File: src/rtl/mmio_timer.sv
// mmio_timer: memory-mapped machine timer on the clk24 data bus.
// Holds a prescaled mtime counter and up to 8 compare channels with
// per-channel interrupt enables. A shadow latch makes LO-then-HI reads of
// mtime atomic. Read data and hit are registered (one cycle latency).
module mmio_timer #(
  parameter logic [31:0] BASE_ADDRESS    = 32'h80000000,
  parameter int unsigned NUM_COMPARATORS = 2,
  parameter int unsigned TIMER_WIDTH     = 64,
  parameter int unsigned PRESCALE_WIDTH  = 8
) (
  input  logic                       clk24,
  input  logic                       reset,
  input  logic [31:0]                memory_address,
  input  logic                       read_enable,
  input  logic [31:0]                memory_write_value,
  input  logic [3:0]                 memory_write_sections,
  output logic [31:0]                read_value,
  output logic                       read_hit,
  output logic [NUM_COMPARATORS-1:0] timer_interrupt
);

  localparam int unsigned HiWidth = TIMER_WIDTH - 32;
  // First word index past the last implemented compare register.
  localparam logic [29:0] WordEnd = 30'(8 + 2 * NUM_COMPARATORS);

  typedef logic [TIMER_WIDTH-1:0] timer_t;

  timer_t                     mtime_q, mtime_d;
  timer_t                     cmp_q [NUM_COMPARATORS];
  timer_t                     cmp_d [NUM_COMPARATORS];
  logic [PRESCALE_WIDTH-1:0]  presc_q, presc_d;
  logic [PRESCALE_WIDTH-1:0]  div_q, div_d;
  logic                       en_q, en_d;
  logic [NUM_COMPARATORS-1:0] ie_q, ie_d;
  logic [NUM_COMPARATORS-1:0] status;
  logic [NUM_COMPARATORS-1:0] irq_q;
  logic [HiWidth-1:0]         shadow_q, shadow_d;
  logic [31:0]                rdata, read_value_q;
  logic                       read_hit_q;
  logic [31:0]                ctrl_rd, ctrl_m, ie_m;

  logic [29:0] word_idx;
  logic        hit, wr, rd;
  logic        unused_addr, unused_ctrl, unused_ie;

  // Byte offsets within a word are carried by the lane enables, not the address.
  assign word_idx    = memory_address[31:2] - BASE_ADDRESS[31:2];
  assign unused_addr = ^memory_address[1:0];
  assign unused_ctrl = ^ctrl_m;
  assign unused_ie   = ^ie_m;
  assign hit = (word_idx < 30'd5) || ((word_idx >= 30'd8) && (word_idx < WordEnd));
  assign wr  = hit && (memory_write_sections != 4'b0000);
  assign rd  = hit && read_enable;

  function automatic logic [31:0] merge32(input logic [31:0] old, input logic [31:0] wdata,
                                          input logic [3:0] be);
    logic [31:0] res;
    for (int b = 0; b < 4; b++) begin
      res[8*b +: 8] = be[b] ? wdata[8*b +: 8] : old[8*b +: 8];
    end
    return res;
  endfunction

  // Bits above TIMER_WIDTH are dropped, so writes to them are ignored.
  function automatic timer_t merge_timer(input timer_t old, input logic hi,
                                         input logic [31:0] wdata, input logic [3:0] be);
    logic [63:0] ext;
    ext = 64'(old);
    if (hi) ext[63:32] = merge32(ext[63:32], wdata, be);
    else    ext[31:0]  = merge32(ext[31:0], wdata, be);
    return ext[TIMER_WIDTH-1:0];
  endfunction

  function automatic logic [31:0] timer_word(input timer_t v, input logic hi);
    logic [63:0] ext;
    ext = 64'(v);
    return hi ? ext[63:32] : ext[31:0];
  endfunction

  // Per-channel unsigned full-width compare.
  always_comb begin
    status = '0;
    for (int i = 0; i < NUM_COMPARATORS; i++) begin
      status[i] = (mtime_q >= cmp_q[i]);
    end
  end

  // CONTROL read image and byte-merged write images.
  always_comb begin
    ctrl_rd                     = '0;
    ctrl_rd[0]                  = en_q;
    ctrl_rd[8 +: PRESCALE_WIDTH] = div_q;
    ctrl_m = merge32(ctrl_rd, memory_write_value, memory_write_sections);
    ie_m   = merge32(32'(ie_q), memory_write_value, memory_write_sections);
  end

  // Next-state: counting, register writes and shadow capture.
  always_comb begin
    mtime_d  = mtime_q;
    presc_d  = presc_q;
    en_d     = en_q;
    div_d    = div_q;
    ie_d     = ie_q;
    cmp_d    = cmp_q;
    shadow_d = shadow_q;

    if (en_q) begin
      if (presc_q == div_q) begin
        presc_d = '0;
        mtime_d = mtime_q + timer_t'(1);
      end else begin
        // Past a lowered divisor this wraps at the counter width before ticking.
        presc_d = presc_q + PRESCALE_WIDTH'(1);
      end
    end

    // A software write to mtime overrides the tick and restarts the prescaler.
    if (wr && (word_idx <= 30'd1)) begin
      mtime_d = merge_timer(mtime_q, word_idx[0], memory_write_value, memory_write_sections);
      presc_d = '0;
    end

    if (wr && (word_idx == 30'd2)) begin
      en_d  = ctrl_m[0];
      div_d = ctrl_m[8 +: PRESCALE_WIDTH];
    end

    if (wr && (word_idx == 30'd3)) begin
      ie_d = ie_m[NUM_COMPARATORS-1:0];
    end

    for (int i = 0; i < NUM_COMPARATORS; i++) begin
      if (wr && (word_idx >= 30'd8) && (((word_idx - 30'd8) >> 1) == 30'(i))) begin
        cmp_d[i] = merge_timer(cmp_q[i], word_idx[0], memory_write_value,
                               memory_write_sections);
      end
    end

    if (rd && (word_idx == 30'd0)) begin
      shadow_d = mtime_q[TIMER_WIDTH-1:32];
    end
  end

  // Read mux over pre-write state.
  always_comb begin
    rdata = '0;
    case (word_idx)
      30'd0:   rdata = timer_word(mtime_q, 1'b0);
      30'd1:   rdata = 32'(shadow_q);
      30'd2:   rdata = ctrl_rd;
      30'd3:   rdata = 32'(ie_q);
      30'd4:   rdata = 32'(status);
      default: begin
        for (int i = 0; i < NUM_COMPARATORS; i++) begin
          if ((word_idx >= 30'd8) && (((word_idx - 30'd8) >> 1) == 30'(i))) begin
            rdata = timer_word(cmp_q[i], word_idx[0]);
          end
        end
      end
    endcase
  end

  // State and registered outputs.
  always_ff @(posedge clk24 or posedge reset) begin
    if (reset) begin
      mtime_q      <= '0;
      presc_q      <= '0;
      en_q         <= 1'b1;
      div_q        <= '0;
      ie_q         <= '0;
      shadow_q     <= '0;
      irq_q        <= '0;
      read_value_q <= '0;
      read_hit_q   <= 1'b0;
      for (int i = 0; i < NUM_COMPARATORS; i++) begin
        cmp_q[i] <= '1;
      end
    end else begin
      mtime_q      <= mtime_d;
      presc_q      <= presc_d;
      en_q         <= en_d;
      div_q        <= div_d;
      ie_q         <= ie_d;
      shadow_q     <= shadow_d;
      irq_q        <= status & ie_q;
      read_value_q <= rd ? rdata : '0;
      read_hit_q   <= rd;
      for (int i = 0; i < NUM_COMPARATORS; i++) begin
        cmp_q[i] <= cmp_d[i];
      end
    end
  end

  assign read_value      = read_value_q;
  assign read_hit        = read_hit_q;
  assign timer_interrupt = irq_q;

endmodule

File: config.mk
export PLATFORM = sky130hd
export DESIGN_NAME = mmio_timer
export DESIGN_NICKNAME = d
export VERILOG_FILES = /design/src/rtl/mmio_timer.sv
export SDC_FILE = /design/constraint.sdc
export NUM_CORES = 1
export LEC_CHECK = 0
export ABC_AREA = 0
export CAP_MARGIN = 10
export CORE_AREA = 10 10 249 251
export DETAILED_ROUTE_END_ITERATION = 6
export DIE_AREA = 0 0 259 261
export PLACE_DENSITY_LB_ADDON = 0.2
export SYNTH_ARGS = -nofsm -noshare
export SYNTH_HDL_FRONTEND = slang
export SYNTH_SLANG_ARGS = --single-unit
File: constraint.sdc
create_clock -name clk24 -period 12.15 [get_ports clk24]
set_input_delay 2.43 -clock clk24 [delete_from_list [all_inputs] [get_ports clk24]]
set_output_delay 2.43 -clock clk24 [all_outputs]
set_load 0.1 [all_outputs]
==> metrics, run 1 <==
Crit Path Category in -> reg; routability cong. 0.829; final setup vio count 0; CTS Sinks 278; Area Growth Syn to Fin 18.0%; initial antenna violation count 0; Synth area leaders dfrtp_1, dfstp_2, mux2_2; Placement Setup Slack 5.85 ns; Max Root-Sink Buffers 3; Yosys top cell area share 22.1%; # nets final 2043; Synth Area per Inst approximately 9.6 sq um; CP max FO 8; Arr. time, crit path 6.28 ns; num rows 88; RSZ-0062 raised after global routing no; setup repair bufs after CTS 0; final hold violation count 0; WL final 54700 um; synthesized instance count ~1800; detailed-route via count 13800; Initial DRC Count 944; Filler Cell Count 5819; Die Ht 261 um; Pleak 8.44 nW; status finished clean; ys async rst share 100%; Worst Path Required 12.62 ns; Post-Syn Area 16900 sq um; Max Clock Skew 0.0217 ns; crit path time final 5.81 ns; TritonCTS clock tree done; IO Pins roughly 110; worst setup margin 6.34 ns; core box area roughly 57000 sq um; full die area ~68000 sq um; Clk pin slew, worst setup/hold paths 0.06 ns; min-delay worst type reg -> reg; layout cell share with drive strength beyond 1 21.7%; # port buffers 103; TritonCTS buffer count 36; Max Cap Viol 0; Worst Tran Pin Value 1.11 ns; Final Power ~2.1 mW; Final Max Tran Viols 0; gr usage total 15.9%; Worst-Skew Late Latency 0.57 ns; Primary FF master, synth dfrtp_1; Ys Warns 0; Power Density 108 nW/um^2; Synth area leader dfrtp_1; Horiz. Die Dim 259 um; DP Wirelength approximately 39000 um; DRC viols 0; placed cell count 2569; vias in the first global route 13800; pin count of the biggest net entering global routing roughly 150; Hold Path Depth 1; period utilization 47.8%; Post-Layout Cell Count roughly 2600; Via density 5.25; Yosys cell types 79; setup TNS 0 ns; FF/Latch Area 7120 sq um; Initial Utilization 29.6%; Worst Setup Start Kind primary input; CP Capture Type flip-flop; multi-input logic area 8950 sq um; VDD IR max 101 uV; global-route wire length before repair 84500 um; FMAX 0.172 GHz; worst-case reg-to-reg path depth 11; Post-synth EDFFs 0; number of H-tree levels 2; PostCTS Resize Cnt 0; post-route ant nets 0; root buffer cell clkbuf_16; hold bufs inserted after CTS 0; Seq cells post-synth 278; Slew HR 26.1%; drt wl/cell 20.8 um; sequential area share after synthesis between 40% and 50%; total gr overflow 0; FF-to-FF setup slack a little under 8 ns; syn_nets just under 2000; First-pass DRT Iterations 5
## cell type report
class | count | share of cell area (%)
multi-input combinational | 1272 | 44.9
timing repair buffer | 115 | 5.67
antenna | 1 | 0.0126
clock buffer | 54 | 5.42
inverter | 139 | 2.65
tap | 765 | 4.80
sequential | 278 | 35.7
clock inverter | 12 | 0.853
## placed cells by master (no fill, tap or decap), types with 8 or more instances in the layout
| cell type | instances |
|---|---|
| a31oi_1 | 15 |
| a21oi_1 | 174 |
| buf_4 | 12 |
| dfrtp_1 | 149 |
| and4_1 | 11 |
| nor3_1 | 15 |
| clkbuf_8 | 9 |
| mux2_2 | 156 |
| and3_1 | 23 |
| dfstp_2 | 129 |
| ha_1 | 130 |
| nand4_1 | 35 |
| clkbuf_1 | 8 |
| o22ai_1 | 29 |
| inv_1 | 138 |
| nand2_1 | 234 |
| clkbuf_16 | 37 |
| xnor2_1 | 9 |
| nor2_1 | 61 |
| a222oi_1 | 30 |
| o21ai_0 | 146 |
| clkdlybuf4s50_1 | 102 |
| a211oi_1 | 8 |
| nand3_1 | 33 |
| nor3b_1 | 8 |
| a21o_1 | 23 |
| nand2b_1 | 9 |
## metrics by stage
| step | utilization, % | cell area, sq um | hold WS [ns] |
|---|---|---|---|
| after floorplan | - | 16900 | 0.480 |
| after global placement | 32.7 | 18700 | 0.489 |
| after detailed placement | 32.7 | 18700 | 0.497 |
| after CTS | 34.9 | 19900 | 0.511 |
| after global routing | 34.9 | 19900 | 0.525 |
| final | 34.9 | 19900 | 0.506 |
## report_power, final
part           switching, mW  total, mW  internal (mW)
Sequential     0.00000000185      0.928          0.928
Clock                  0.445       1.15          0.701
Combinational         0.0505     0.0749         0.0244
Total                  0.495       2.15           1.65
## cell families (layout without fill, tap and decap cells)
group	after synthesis	in the layout	share of synthesized area [%]
flip-flops	278	278	42.1
multiplexers	164	164	10.9
AO/OA/AOI/OAI	488	488	17.9
AND/OR/NAND/NOR	481	481	13.9
buffers and inverters	214	320	5.09
adder cells (fa/ha/maj)	130	130	9.62
other	0	1	0
XOR/XNOR	9	9	0.466
## state kept, by name (all words and copies together) (netlist names)
name	flops
shadow_q	32
div_q	8
read_value	32
read_hit	1
presc_q	8
cmp_q	128
ie_q	2
mtime_q	64
en_q	1
timer_interrupt	2
## Yosys cell counts, drive strengths merged, types with 9 or more instances
| master | instances |
|---|---|
| a211oi | 9 |
| a21o | 26 |
| a21oi | 180 |
| a222oi | 30 |
| a31oi | 16 |
| and3 | 25 |
| and4 | 11 |
| buf | 16 |
| clkbuf | 59 |
| dfrtp | 149 |
| dfstp | 129 |
| ha | 130 |
| inv | 139 |
| mux2 | 156 |
| nand2 | 235 |
| nand2b | 9 |
| nand3 | 35 |
| nand4 | 35 |
| nor2 | 68 |
| nor3 | 16 |
| nor3b | 10 |
| o21ai | 148 |
| o22ai | 29 |
| xnor2 | 9 |
## final timing paths
path                                  to          startpoint
setup / recovery               cmp_q[44]  memory_address[10]
hold / removal              shadow_q[26]        shadow_q[26]
setup reg to reg           read_value[0]           cmp_q[66]
hold reg to reg             shadow_q[26]        shadow_q[26]
max in group asynchronous   shadow_q[25]               reset
min in group asynchronous  read_value[9]               reset
## worst max-delay path, stage by stage
cell	delay, ns
clkdlybuf4s50_1	0.44
nor4_4	0.38
nand2_1	0.16
nor3_1	0.25
mux2i_1	0.27
nand4_1	0.19
or2_2	0.39
nor3_1	0.77
nand2_1	0.56
mux2_2	0.42
## layer usage
layer | part of all wire, % | global-route usage, % | vias to the layer above | wire, um
met1 | 46 | 21.5 | 6875 | 25400
met5 | 0 | 0 | - | 0
met3 | 5.7 | 3.17 | 68 | 3110
met4 | 1.9 | 3.86 | 0 | 1020
met2 | 46 | 25.8 | 348 | 25200
li1 | - | - | 6547 | -
Note: power is estimated with default switching activity, not from simulation.
==> inputs of run 2 (changes only) <==
==> constraint.sdc (replaced) <==
create_clock -name clk24 -period 4.81 [get_ports clk24]
set_input_delay 0.962 -clock clk24 [delete_from_list [all_inputs] [get_ports clk24]]
set_output_delay 0.962 -clock clk24 [all_outputs]
set_load 0.1 [all_outputs]
==> run 2 against run 1 <==
Against the previous run:
- final area increased by 0.41%
- clock skew decreased by 0.0053 ns
- first-iteration DRC count increased by 19%
- clock power increased by 130%
- largest cell class unchanged
- largest power group unchanged
- highest routed layer unchanged
==> metrics, run 2 (synthesis results as in run 1) <==
status finished clean (unchanged); number of H-tree levels 2 (unchanged); max reg flops 128 (unchanged); crit path time final 3.97 ns; Largest Register cmp_q (unchanged); Worst-Skew Late Latency 0.55 ns (was 0.57 ns); Area Growth Syn to Fin 18.5% (was 18.0%); PostCTS Resize Cnt 0 (unchanged); # port buffers 103 (unchanged); # nets final 2069 (was 2043); routability cong. 0.827 (was 0.829); setup TNS 0 ns (unchanged); global-route wire length before repair 85300 um (was 84500 um); core box area 57100 sq um (unchanged); CP Capture Type flip-flop (unchanged); VDD IR max 186 uV (was 101 uV); min-delay worst type reg -> reg (unchanged); Via density 5.21 (was 5.25); Final Max Tran Viols 0 (unchanged); Worst Path Required 5.28 ns (was 12.62 ns); most common cell after layout, fill and taps aside nand2_1 (unchanged); detailed-route via count 13900 (was 13800); layout cell share with drive strength beyond 1 22.4% (was 21.7%); total gr overflow 0 (unchanged); WL final 55100 um (was 54700 um); initial antenna violation count 0 (unchanged); setup repair bufs after CTS 0 (unchanged); RSZ-0062 raised after global routing no (unchanged); post-route ant nets 0 (unchanged); Initial DRC Count 1119 (was 944); most frequent cells in the layout nand2_1, a21oi_1, mux2_2, dfrtp_1, o21ai_0 (unchanged); full die area 67600 sq um (unchanged); Slew HR 30.5% (was 26.1%); First-pass DRT Iterations 7 (was 5); final hold violation count 0 (unchanged); TritonCTS buffer count 37 (was 36); Max Clock Skew 0.0164 ns (was 0.0217 ns); gr usage total 16.1% (was 15.9%); Worst Tran Pin Value 1.04 ns (was 1.11 ns); root buffer cell clkbuf_16 (unchanged); ant diodes 0 (was 1); Die Ht 261 um (unchanged); hold bufs inserted after CTS 0 (unchanged); Initial Utilization 29.6% (unchanged); CP max FO 6 (was 8); Final Power 5.13 mW (was 2.15 mW); DRC viols 0 (unchanged); Horiz. Die Dim 259 um (unchanged); FMAX 0.252 GHz; DP Wirelength 40600 um (was 39400 um); Arr. time, crit path 4.44 ns (was 6.28 ns); Crit Path Category reg -> reg (was in -> reg); vias in the first global route 14200 (was 13800); Max Cap Viol 0 (unchanged); Clk pin slew, worst setup/hold paths 0.05 ns (was 0.06 ns); biggest regs cmp_q: 128 flops, mtime_q: 64 flops (unchanged); period utilization 82.6%; Power Density 256 nW/um^2 (was 108 nW/um^2); Max Root-Sink Buffers 3 (unchanged); pin count of the biggest net entering global routing 87 (was 147); CTS Sinks 278 (unchanged); num rows 88 (unchanged); final setup vio count 0 (unchanged); Pleak 8.52 nW (was 8.44 nW); drt wl/cell 20.7 um (was 20.8 um); TritonCTS clock tree done (unchanged); IO Pins 106 (unchanged); Worst Setup Start Kind flip-flop (was primary input)
## run 2: report_power, final
group	total, mW	switching (mW)	internal [mW]	leakage (nW)
clock	2.59	1.07	1.52	0.547
combinational	0.195	0.129	0.0661	4.61
sequential	2.35	0.00000000459	2.35	3.37
total	5.13	1.20	3.93	8.52
## run 2: layer usage
metal  global-route usage (%)  vias to the layer above  routed length, um  part of all wire, %
li1                         -                     6571                  -                    -
met1                     21.4                     6834              25000                   45
met2                     26.6                      378              25900                   47
met3                     2.99                       71               3160                  5.7
met4                     4.04                        0               1060                  1.9
met5                        0                        -                  0                    0
## run 2: worst max-delay path, stage by stage, from the launching register on
cell and delay [ns]:
dfrtp_1 0.42, inv_1 0.11, ha_1 0.28, nand2b_1 0.10, a31oi_1 0.12, o21ai_0 0.40
a211oi_1 0.14, buf_4 0.18, o21ai_0 0.49, a2111oi_0 0.21, buf_4 0.18, o31ai_1 0.72
nand4b_1 0.29, a21oi_1 0.23
## run 2: final cells by class
class | count | area, sq um
fillers | 5818 | 37100
multi-input cells | 1272 | 8950
flip-flops and latches | 278 | 7120
repair buffers | 140 | 1370
clock buffers | 54 | 1020
well taps | 765 | 957
inverters | 139 | 526
clock inverters | 11 | 80.1
## run 2: path summary, 6_finish.rpt
path | cells after the start | to | from | slack [ns]
min reg2reg | 1 | shadow_q[1] | shadow_q[1] | 0.51
max | 13 | read_value[0] | mtime_q[0] | 0.84
min in group asynchronous | 2 | presc_q[6] | reset | 0.95
min | 1 | shadow_q[1] | shadow_q[1] | 0.51
max in group asynchronous | 3 | cmp_q[53] | reset | 2.86
max reg2reg | 13 | read_value[0] | mtime_q[0] | 0.84
## run 2: through the flow
step	utilization (%)	setup WS, ns	instance area [sq um]	hold slack (ns)	instances
after floorplan	-	0.274	16900	0.480	1764
after global placement	33.1	0.660	18900	0.489	2594
after detailed placement	33.1	0.572	18900	0.495	2594
after CTS	35.0	0.848	20000	0.509	2659
after global routing	35.0	0.713	20000	0.525	2659
final	35.0	0.837	20000	0.510	2659
